**src/rtl/key_collector.sv**
```systemverilog
// Assembles a 256-bit private-key candidate from a decimated random byte stream,
// with a repetition-count health test, secp256k1 range check, retries and zeroization.
module key_collector #(
  parameter int KEY_BYTES = 32,
  parameter int DECIM     = 8,
  parameter int REP_LIMIT = 4,
  parameter int MAX_RETRY = 3
) (
  input  logic                   i_clk,
  input  logic                   i_reset_n,
  input  logic                   i_start,
  input  logic [7:0]             i_rand,
  input  logic                   i_ack,
  output logic [8*KEY_BYTES-1:0] o_key,
  output logic                   o_valid,
  output logic                   o_busy,
  output logic                   o_error
);

  localparam int KW = 8 * KEY_BYTES;
  localparam int DW = (DECIM > 1) ? $clog2(DECIM) : 1;
  localparam int BW = $clog2(KEY_BYTES + 1);
  localparam int RW = (REP_LIMIT > 0) ? $clog2(REP_LIMIT + 1) : 1;
  localparam int TW = (MAX_RETRY > 0) ? $clog2(MAX_RETRY + 1) : 1;

  localparam logic [DW-1:0] DEC_LAST  = DW'(DECIM - 1);
  localparam logic [DW-1:0] DEC_ONE   = DW'(1);
  localparam logic [BW-1:0] BYTE_LAST = BW'(KEY_BYTES - 1);
  localparam logic [BW-1:0] BYTE_MAX  = BW'(KEY_BYTES);
  localparam logic [BW-1:0] BYTE_ONE  = BW'(1);
  localparam logic [RW-1:0] REP_MAX   = RW'(REP_LIMIT);
  localparam logic [RW-1:0] REP_ONE   = RW'(1);
  localparam logic [TW-1:0] RETRY_MAX = TW'(MAX_RETRY);
  localparam logic [TW-1:0] RETRY_ONE = TW'(1);
  localparam bit            REP_EN    = (REP_LIMIT > 0);

  localparam logic [255:0] SECP_N =
    256'hFFFFFFFF_FFFFFFFF_FFFFFFFF_FFFFFFFE_BAAEDCE6_AF48A03B_BFD25E8C_D0364141;

  typedef enum logic [2:0] {
    S_IDLE,
    S_COLLECT,
    S_CHECK,
    S_DONE,
    S_FAIL
  } state_t;

  state_t          state_q, state_d;
  logic [DW-1:0]   dec_q;
  logic [BW-1:0]   byte_q;
  logic [RW-1:0]   rep_q;
  logic [TW-1:0]   retry_q;
  logic [KW-1:0]   key_q;

  logic            clr_all;
  logic            clr_attempt;
  logic            sample;
  logic            inc_retry;
  logic            zero_key;
  logic            rep_fail;
  logic            key_ok;

  // The group-order test only makes sense for a full 256-bit scalar.
  generate
    if (KEY_BYTES == 32) begin : g_range
      assign key_ok = (key_q != '0) && (key_q < SECP_N);
    end else begin : g_norange
      assign key_ok = 1'b1;
    end
  endgenerate

  assign rep_fail = REP_EN && (rep_q == REP_MAX);

  always_ff @(posedge i_clk) begin
    if (!i_reset_n) begin
      state_q <= S_IDLE;
    end else begin
      state_q <= state_d;
    end
  end

  always_comb begin
    state_d     = state_q;
    clr_all     = 1'b0;
    clr_attempt = 1'b0;
    sample      = 1'b0;
    inc_retry   = 1'b0;
    zero_key    = 1'b0;
    case (state_q)
      S_IDLE: begin
        if (i_start) begin
          state_d = S_COLLECT;
          clr_all = 1'b1;
        end
      end
      S_COLLECT: begin
        // A stuck source aborts the attempt even if bytes are still missing.
        if (rep_fail) begin
          state_d  = S_FAIL;
          zero_key = 1'b1;
        end else if (dec_q == DEC_LAST) begin
          sample = 1'b1;
          if (byte_q == BYTE_LAST) begin
            state_d = S_CHECK;
          end
        end
      end
      S_CHECK: begin
        if (rep_fail) begin
          state_d  = S_FAIL;
          zero_key = 1'b1;
        end else if (key_ok) begin
          state_d = S_DONE;
        end else if (retry_q < RETRY_MAX) begin
          state_d     = S_COLLECT;
          inc_retry   = 1'b1;
          clr_attempt = 1'b1;
        end else begin
          state_d  = S_FAIL;
          zero_key = 1'b1;
        end
      end
      S_DONE: begin
        if (i_ack) begin
          state_d  = S_IDLE;
          zero_key = 1'b1;
        end
      end
      S_FAIL: begin
        zero_key = 1'b1;
        if (i_start) begin
          state_d = S_COLLECT;
          clr_all = 1'b1;
        end
      end
      default: begin
        state_d  = S_IDLE;
        zero_key = 1'b1;
      end
    endcase
  end

  always_ff @(posedge i_clk) begin
    if (!i_reset_n) begin
      dec_q   <= '0;
      byte_q  <= '0;
      rep_q   <= '0;
      retry_q <= '0;
      key_q   <= '0;
    end else if (clr_all || clr_attempt) begin
      dec_q  <= '0;
      byte_q <= '0;
      rep_q  <= '0;
      key_q  <= '0;
      if (clr_all) begin
        retry_q <= '0;
      end else if (inc_retry) begin
        retry_q <= (retry_q == RETRY_MAX) ? retry_q : retry_q + RETRY_ONE;
      end
    end else if (zero_key) begin
      key_q <= '0;
    end else if (state_q == S_COLLECT) begin
      dec_q <= (dec_q == DEC_LAST) ? '0 : dec_q + DEC_ONE;
      if (sample) begin
        key_q  <= (key_q << 8) | KW'(i_rand);
        byte_q <= (byte_q == BYTE_MAX) ? byte_q : byte_q + BYTE_ONE;
        // The low key byte still holds the previous sample of this attempt.
        if (REP_EN) begin
          if (byte_q == '0) begin
            rep_q <= REP_ONE;
          end else if (i_rand == key_q[7:0]) begin
            rep_q <= (rep_q == REP_MAX) ? rep_q : rep_q + REP_ONE;
          end else begin
            rep_q <= REP_ONE;
          end
        end
      end
    end
  end

  assign o_valid = (state_q == S_DONE);
  assign o_busy  = (state_q == S_COLLECT) || (state_q == S_CHECK);
  assign o_error = (state_q == S_FAIL);
  assign o_key   = o_valid ? key_q : '0;

endmodule

```
**config.mk**
```make
export PLATFORM = sky130hd
export DESIGN_NAME = key_collector
export DESIGN_NICKNAME = d
export VERILOG_FILES = /design/src/rtl/key_collector.sv
export SDC_FILE = /design/constraint.sdc
export NUM_CORES = 1
export LEC_CHECK = 0
export CAP_MARGIN = 25
export CORE_UTILIZATION = 57
export CTS_CLUSTER_SIZE = 12
export DETAILED_ROUTE_END_ITERATION = 8
export MAX_ROUTING_LAYER = met4
export PLACE_DENSITY = 0.92
export SYNTH_ARGS = -nofsm -noshare
export SYNTH_HDL_FRONTEND = slang
export SYNTH_SLANG_ARGS = --single-unit
```
**constraint.sdc**
```tcl
create_clock -name i_clk -period 6 [get_ports i_clk]
set_input_delay 0.6 -clock i_clk [delete_from_list [all_inputs] [get_ports i_clk]]
set_output_delay 0.6 -clock i_clk [all_outputs]
set_load 0.005 [all_outputs]
```
# ---- Word-level counts from Yosys, hierarchy flattened
# Index checks and enable logic that the tools add are counted.
dict set report word_totals {
  regBits 273
  in_bits 12
}
dict set report op_classes {
  add_sub_neg 4
  order_cmp 2
  eq_ne 16
  muxes 32
  bitwise 4
  n_reduce_logical 16
}
# operator n
set ops {}
lappend ops {{$lt 256x256->1 const B} 1}
lappend ops {{$mux 256} 1}
lappend ops {{$or 256x8->256} 1}
lappend ops {{$reduce_bool 256->1} 1}
lappend ops {{$mux 3} 12}
lappend ops {{$mux 1} 14}
lappend ops {{$pmux 3 s4} 1}
lappend ops {{$reduce_and 4->1} 3}
lappend ops {{$eq 3x3->1 const B} 3}
lappend ops {{$ne 3x3->1 const B} 3}
lappend ops {{$eq 8x8->1} 1}
lappend ops {{$add 3x1->3 const B} 2}
lappend ops {{$add 6x1->6 const B} 1}
lappend ops {{$eq 3x2->1 const B} 2}
lappend ops {{$eq 6x5->1 const B} 1}
lappend ops {{$eq 6x6->1 const B} 1}
lappend ops {{$logic_not 6->1} 1}
lappend ops {{$mux 2} 3}
lappend ops {{$ne 2x2->1 const B} 2}
lappend ops {{$pmux 1 s4} 1}
lappend ops {{$reduce_and 2->1} 2}
lappend ops {{$reduce_or 2->1} 2}
lappend ops {{$eq 3x1->1 const B} 1}
lappend ops {{$logic_not 3->1} 1}
lappend ops {{10 further kinds} 13}

# ---- Logic depth before layout (Yosys ltp)
dict set report depth {
  ltp_word 7
  ltp_mapped 10
}

# ---- Worst setup path before layout
# Ideal clock, no wire load.
dict set report synth_timing {
  path_kind {reg2reg}
  start {reg key_q[80]}
  end {reg key_q[128]}
  setup_ns 0.118
  t_arrival_ns 2.595
  required_ns 5.882
  setup_slack_ns 3.287
  path_stages_with_launch 10
  path_buffers 2
  synth_period_minus_slack_ns 2.713
  path_cell_list {dfxtp_1 -> or4_1 -> or2_1 -> or4_1 -> nor3_2 -> a21oi_1 -> a311oi_4 -> buf_4 -> buf_4 -> nor3b_1}
}
dict set report synth_via {
  elab_chain_cells 7
  word_cells_on_any_way 11
}
# element line
set synth_rtl {}
lappend synth_rtl {{start, declared} 53} ;# logic [KW-1:0] key_q;
lappend synth_rtl {{start signal, assigned} 165} ;# key_q <= (key_q << 8) | KW'(i_rand);
lappend synth_rtl {{$lt 256x256->1 or $reduce_bool 256->1 (tied branches)} 66} ;# assign key_ok = (key_q != '0) && (key_q < SECP_N);
lappend synth_rtl {{$logic_and 1x1->1 *} 66}
lappend synth_rtl {{branches (longest 4 deep; another with $pmux 1 s4)} --}
lappend synth_rtl {{$reduce_or 3->1 (no source line) *} --}
# Mark *: on every way between the ends.
# A chain may end at the register's enable or synchronous reset.

# ---- Final worst setup path
dict set report layout_timing {
  start {reg state_q[0]}
  end {out o_key[194]}
}
dict set report layout_via {
  elab_chain_cells 2
}
# element line
set layout_rtl {}
lappend layout_rtl {{start, declared} 48} ;# state_t state_q, state_d;
lappend layout_rtl {{start signal, assigned} 78} ;# state_q <= state_d;
lappend layout_rtl {{$eq 3x2->1} 181} ;# assign o_valid = (state_q == S_DONE);
lappend layout_rtl {{$mux 256} 184} ;# assign o_key = o_valid ? key_q : '0;
lappend layout_rtl {{end, declared} 14} ;# output logic [8*KEY_BYTES-1:0] o_key,
# No other way between the ends.

==> flow_summary.ini <==
[power]
cellInternalPower_mw = 2.96
swShare_pct = 26.2
pwr-share-comb_pct = 12.8
finalPower_mw = 4.01
power-per-cell-area_nw_per_um2 = 226
vdd_ir_drop_max_mv = 0.207
cellLeakagePower_nw = 7.29
netSwitchingPower_mw = 1.05
seq_power_share_pct = 45.7
clock_network_fraction_of_design_power_pct = 41.5

[detailed_routing]
route.antenna.remaining_nets = 0
post_detailed_routing_wire_length_um = 43300
via_count = 12700
detail_route.wl_per_cell_um = 21.3
drtIter0Drc = 1607
drc = 0
post_drt_via_cell_ratio = 6.27
drtPass1Iterations = 6

[timing]
fin_worst_setup_slack_ns = 1.86
worst-slew-pin-transition_ns = 1.24
final_period_minus_worst_setup_slack_ns = 4.14
clock.fmax_mhz = 241
finalSetupTns_ns = 0
timing_max_transition_violations_final = 0
max_slew_margin_pct = 17.6
setup_viol_count_final = 0
final.hold.worst_slack_ns = 0.481
post-route-period-util_pct = 69.0
fin_worst_skew_ns = 0.00862
count_of_endpoints_failing_hold_in_the_final_timing_report = 0
grt_setup_unrepaired = no

[clock_tree]
cts_root_buf = clkbuf_16
cts_inserted_buffers = 28
path_clk_slew_ns = 0.06
cts-htree-levels = 1
cts_buffer_depth = 3
cts_resized = 0
clkSinkCount = 273
cts_setup_buffers = 0
tritoncts = yes
clk_latency_ns = 0.54
postCtsHoldBufs = 0

[synthesis]
synth.avg_cell_area_um2 = 9.49
ys_seq_area_share_pct = 38.5
asyncSetResetFlopFracSynth_pct = 0
synth.lib_cells_used.distinct = 58
number_of_flops_mapped_to_enable_cells_by_yosys = 0
synth_warn = 0
ys_dominant_reg_cell = dfxtp_1
syn_nets = 1514
flops_latches_synth = 273
netlist_area_um2 = 14200
synthesis.instances = 1495

[layout]
multi_input_comb_area_um2 = 8110
nets = 1710
layout.core_utilization_pct = 72.6
final_cell_area_um2 = 17700
final_common_cell = dfxtp_1
final-instance-count-excl-fill = 2031
mostFrequentLayoutCells = dfxtp_1, clkdlybuf4s50_1, nor3b_1
final_antenna_diode_count = 0
area_delta_synth_final_pct = 24.8
layout_cells_sized_above_1_pct = 3.40
final.fill_count = 1736
seqCellArea_um2 = 5470

[worst_setup_path]
criticalPathCategory = reg -> out
crit_slowest_cell = inv_4
timing.critical_path.max_delay_family = buffers and inverters
worst_ep_required_time_ns = 5.40
crit_path_from = state_q[0]$_SDFFE_PN0P_
cpPeakStageDelay_ns = 0.62
endpoint_kind = output port
crit_path_cell_trace = nand2_1, or2_2, inv_4, buf_4, and2_1, clkdlybuf4s50_1
timing.critical_path.arrival_ns = 3.54
critPathBufInv = 3
crit_path_start_kind = flop
worstPathMaxFanout = 111
worst_r2r_start = key_q[119]$_SDFFE_PP0P_

[floorplan]
top_level_ports = 271
design.die.area_um2 = 25500
effective_utilization_at_floorplan_pct = 58.2
die_x_um = 160
die_span_y_um = 160
fp-row-count = 57
core_area_um2 = 24400

[grt]
grt_overflow_total = 0
grt_pass1_vias = 12100
gr-usage-all-layers_pct = 33.7
grt_antenna_before_repair = 0
first_pass_grt_wire_length_um = 67600
pin_count_of_the_biggest_net_entering_global_routing = 152

[worst_hold_path]
timing.hold.worst.start = retry_q[0]$_SDFFE_PN0P_
min-delay-path-class = reg -> reg

[run]
drv_cap = 0

[placed_design]
place.gp.congestion = 0.921
placed_cells_incl_taps = 1984
dp.final_hpwl_um = 28800
portBuffers = 270
dp_slack_ns = 2.22
place_area_um2 = 16800

[run_status]
run_status = finished clean
==> cells by family (layout without fill, tap and decap cells) <==
logic type / Yosys count / after routing / synth area share [%]
AOI/OAI and AO/OA: 64 / 64 / 3.07
DFF: 273 / 273 / 38.5
buffers and inverters: 130 / 342 / 4.44
and+or+nand+nor: 758 / 758 / 34.9
muxes: 250 / 250 / 17.6
xor gates and xnor gates: 13 / 13 / 0.803
adders and majority gates: 7 / 7 / 0.617
==> layer usage <==
metal,vias to the layer above,global-route usage (%),wire [µm]
met3,124,5.19,3740
met2,707,53.0,20100
met5,-,-,0
met4,0,12.7,1630
li1,5793,-,-
met1,6104,43.6,17900
==> final cells by class <==
class | instances | area share, %
Clock buffer | 43 | 4.57
Clock inverter | 3 | 0.226
Inverter | 15 | 0.332
Multi-Input combinational cell | 1092 | 45.8
Sequential cell | 273 | 30.9
Tap cell | 324 | 2.29
Timing Repair Buffer | 281 | 15.9
==> worst paths after layout <==
kind | end | slack [ns] | cells after the start
max | o_key[194] | 1.86 | 6
max reg2reg | key_q[180]$_SDFFE_PP0P_ | 2.04 | 8
min | retry_q[0]$_SDFFE_PN0P_ | 0.48 | 2
min reg2reg | retry_q[0]$_SDFFE_PN0P_ | 0.48 | 2
==> state kept, by name, summed over array words and instances, names as in the netlist <==
register,flops
retry_q,2
key_q,256
state_q,3
rep_q,3
byte_q,6
dec_q,3
==> tightest hold or removal path, delay by kind of cell (launching register included) <==
family / cells / cell delay, ns
DFF: 1 / 0.32
and+or+nand+nor: 1 / 0.06
muxes: 1 / 0.05
==> Yosys cell counts (2+ instances only) <==
library cell	number	share of area, %
and3_1	4	0.18
clkbuf_1	84	2.2
nor3_1	23	0.81
buf_6	10	0.79
buf_4	17	0.90
nand2b_1	4	0.18
xor2_1	10	0.62
ha_1	7	0.62
a21oi_1	26	0.92
nor4b_1	3	0.19
o211ai_1	4	0.21
a211oi_1	2	0.11
nor4_1	80	3.5
dfxtp_1	273	39
nand4_1	56	2.5
a31oi_1	4	0.18
o21ai_0	7	0.25
or4_1	2	0.11
nor2_1	28	0.74
nand3_1	7	0.25
a21o_1	3	0.16
and4_1	3	0.19
buf_2	2	0.071
buf_1	2	0.053
or2_2	3	0.13
or3_1	2	0.088
xnor2_1	3	0.19
nor3b_1	257	14
and2_1	252	11
nand4b_1	5	0.31
inv_1	14	0.37
nand2_1	22	0.58
mux2i_1	250	18
a21boi_0	2	0.11
==> power by group through the flow <==
| stage | combinational, mW | clock [mW] | sequential, mW |
|---|---|---|---|
| 4_1_cts | 0.498 | 1.66 | 1.83 |
| 6_report | 0.513 | 1.66 | 1.83 |
| 3_3_place_gp | 0.485 | 0 | 1.87 |
| 3_5_place_dp | 0.495 | 0 | 1.87 |
| 2_1_floorplan | 0.436 | 0 | 1.87 |
| 5_1_grt | 0.541 | 1.75 | 1.83 |
Power figures use the tool's default switching activity.
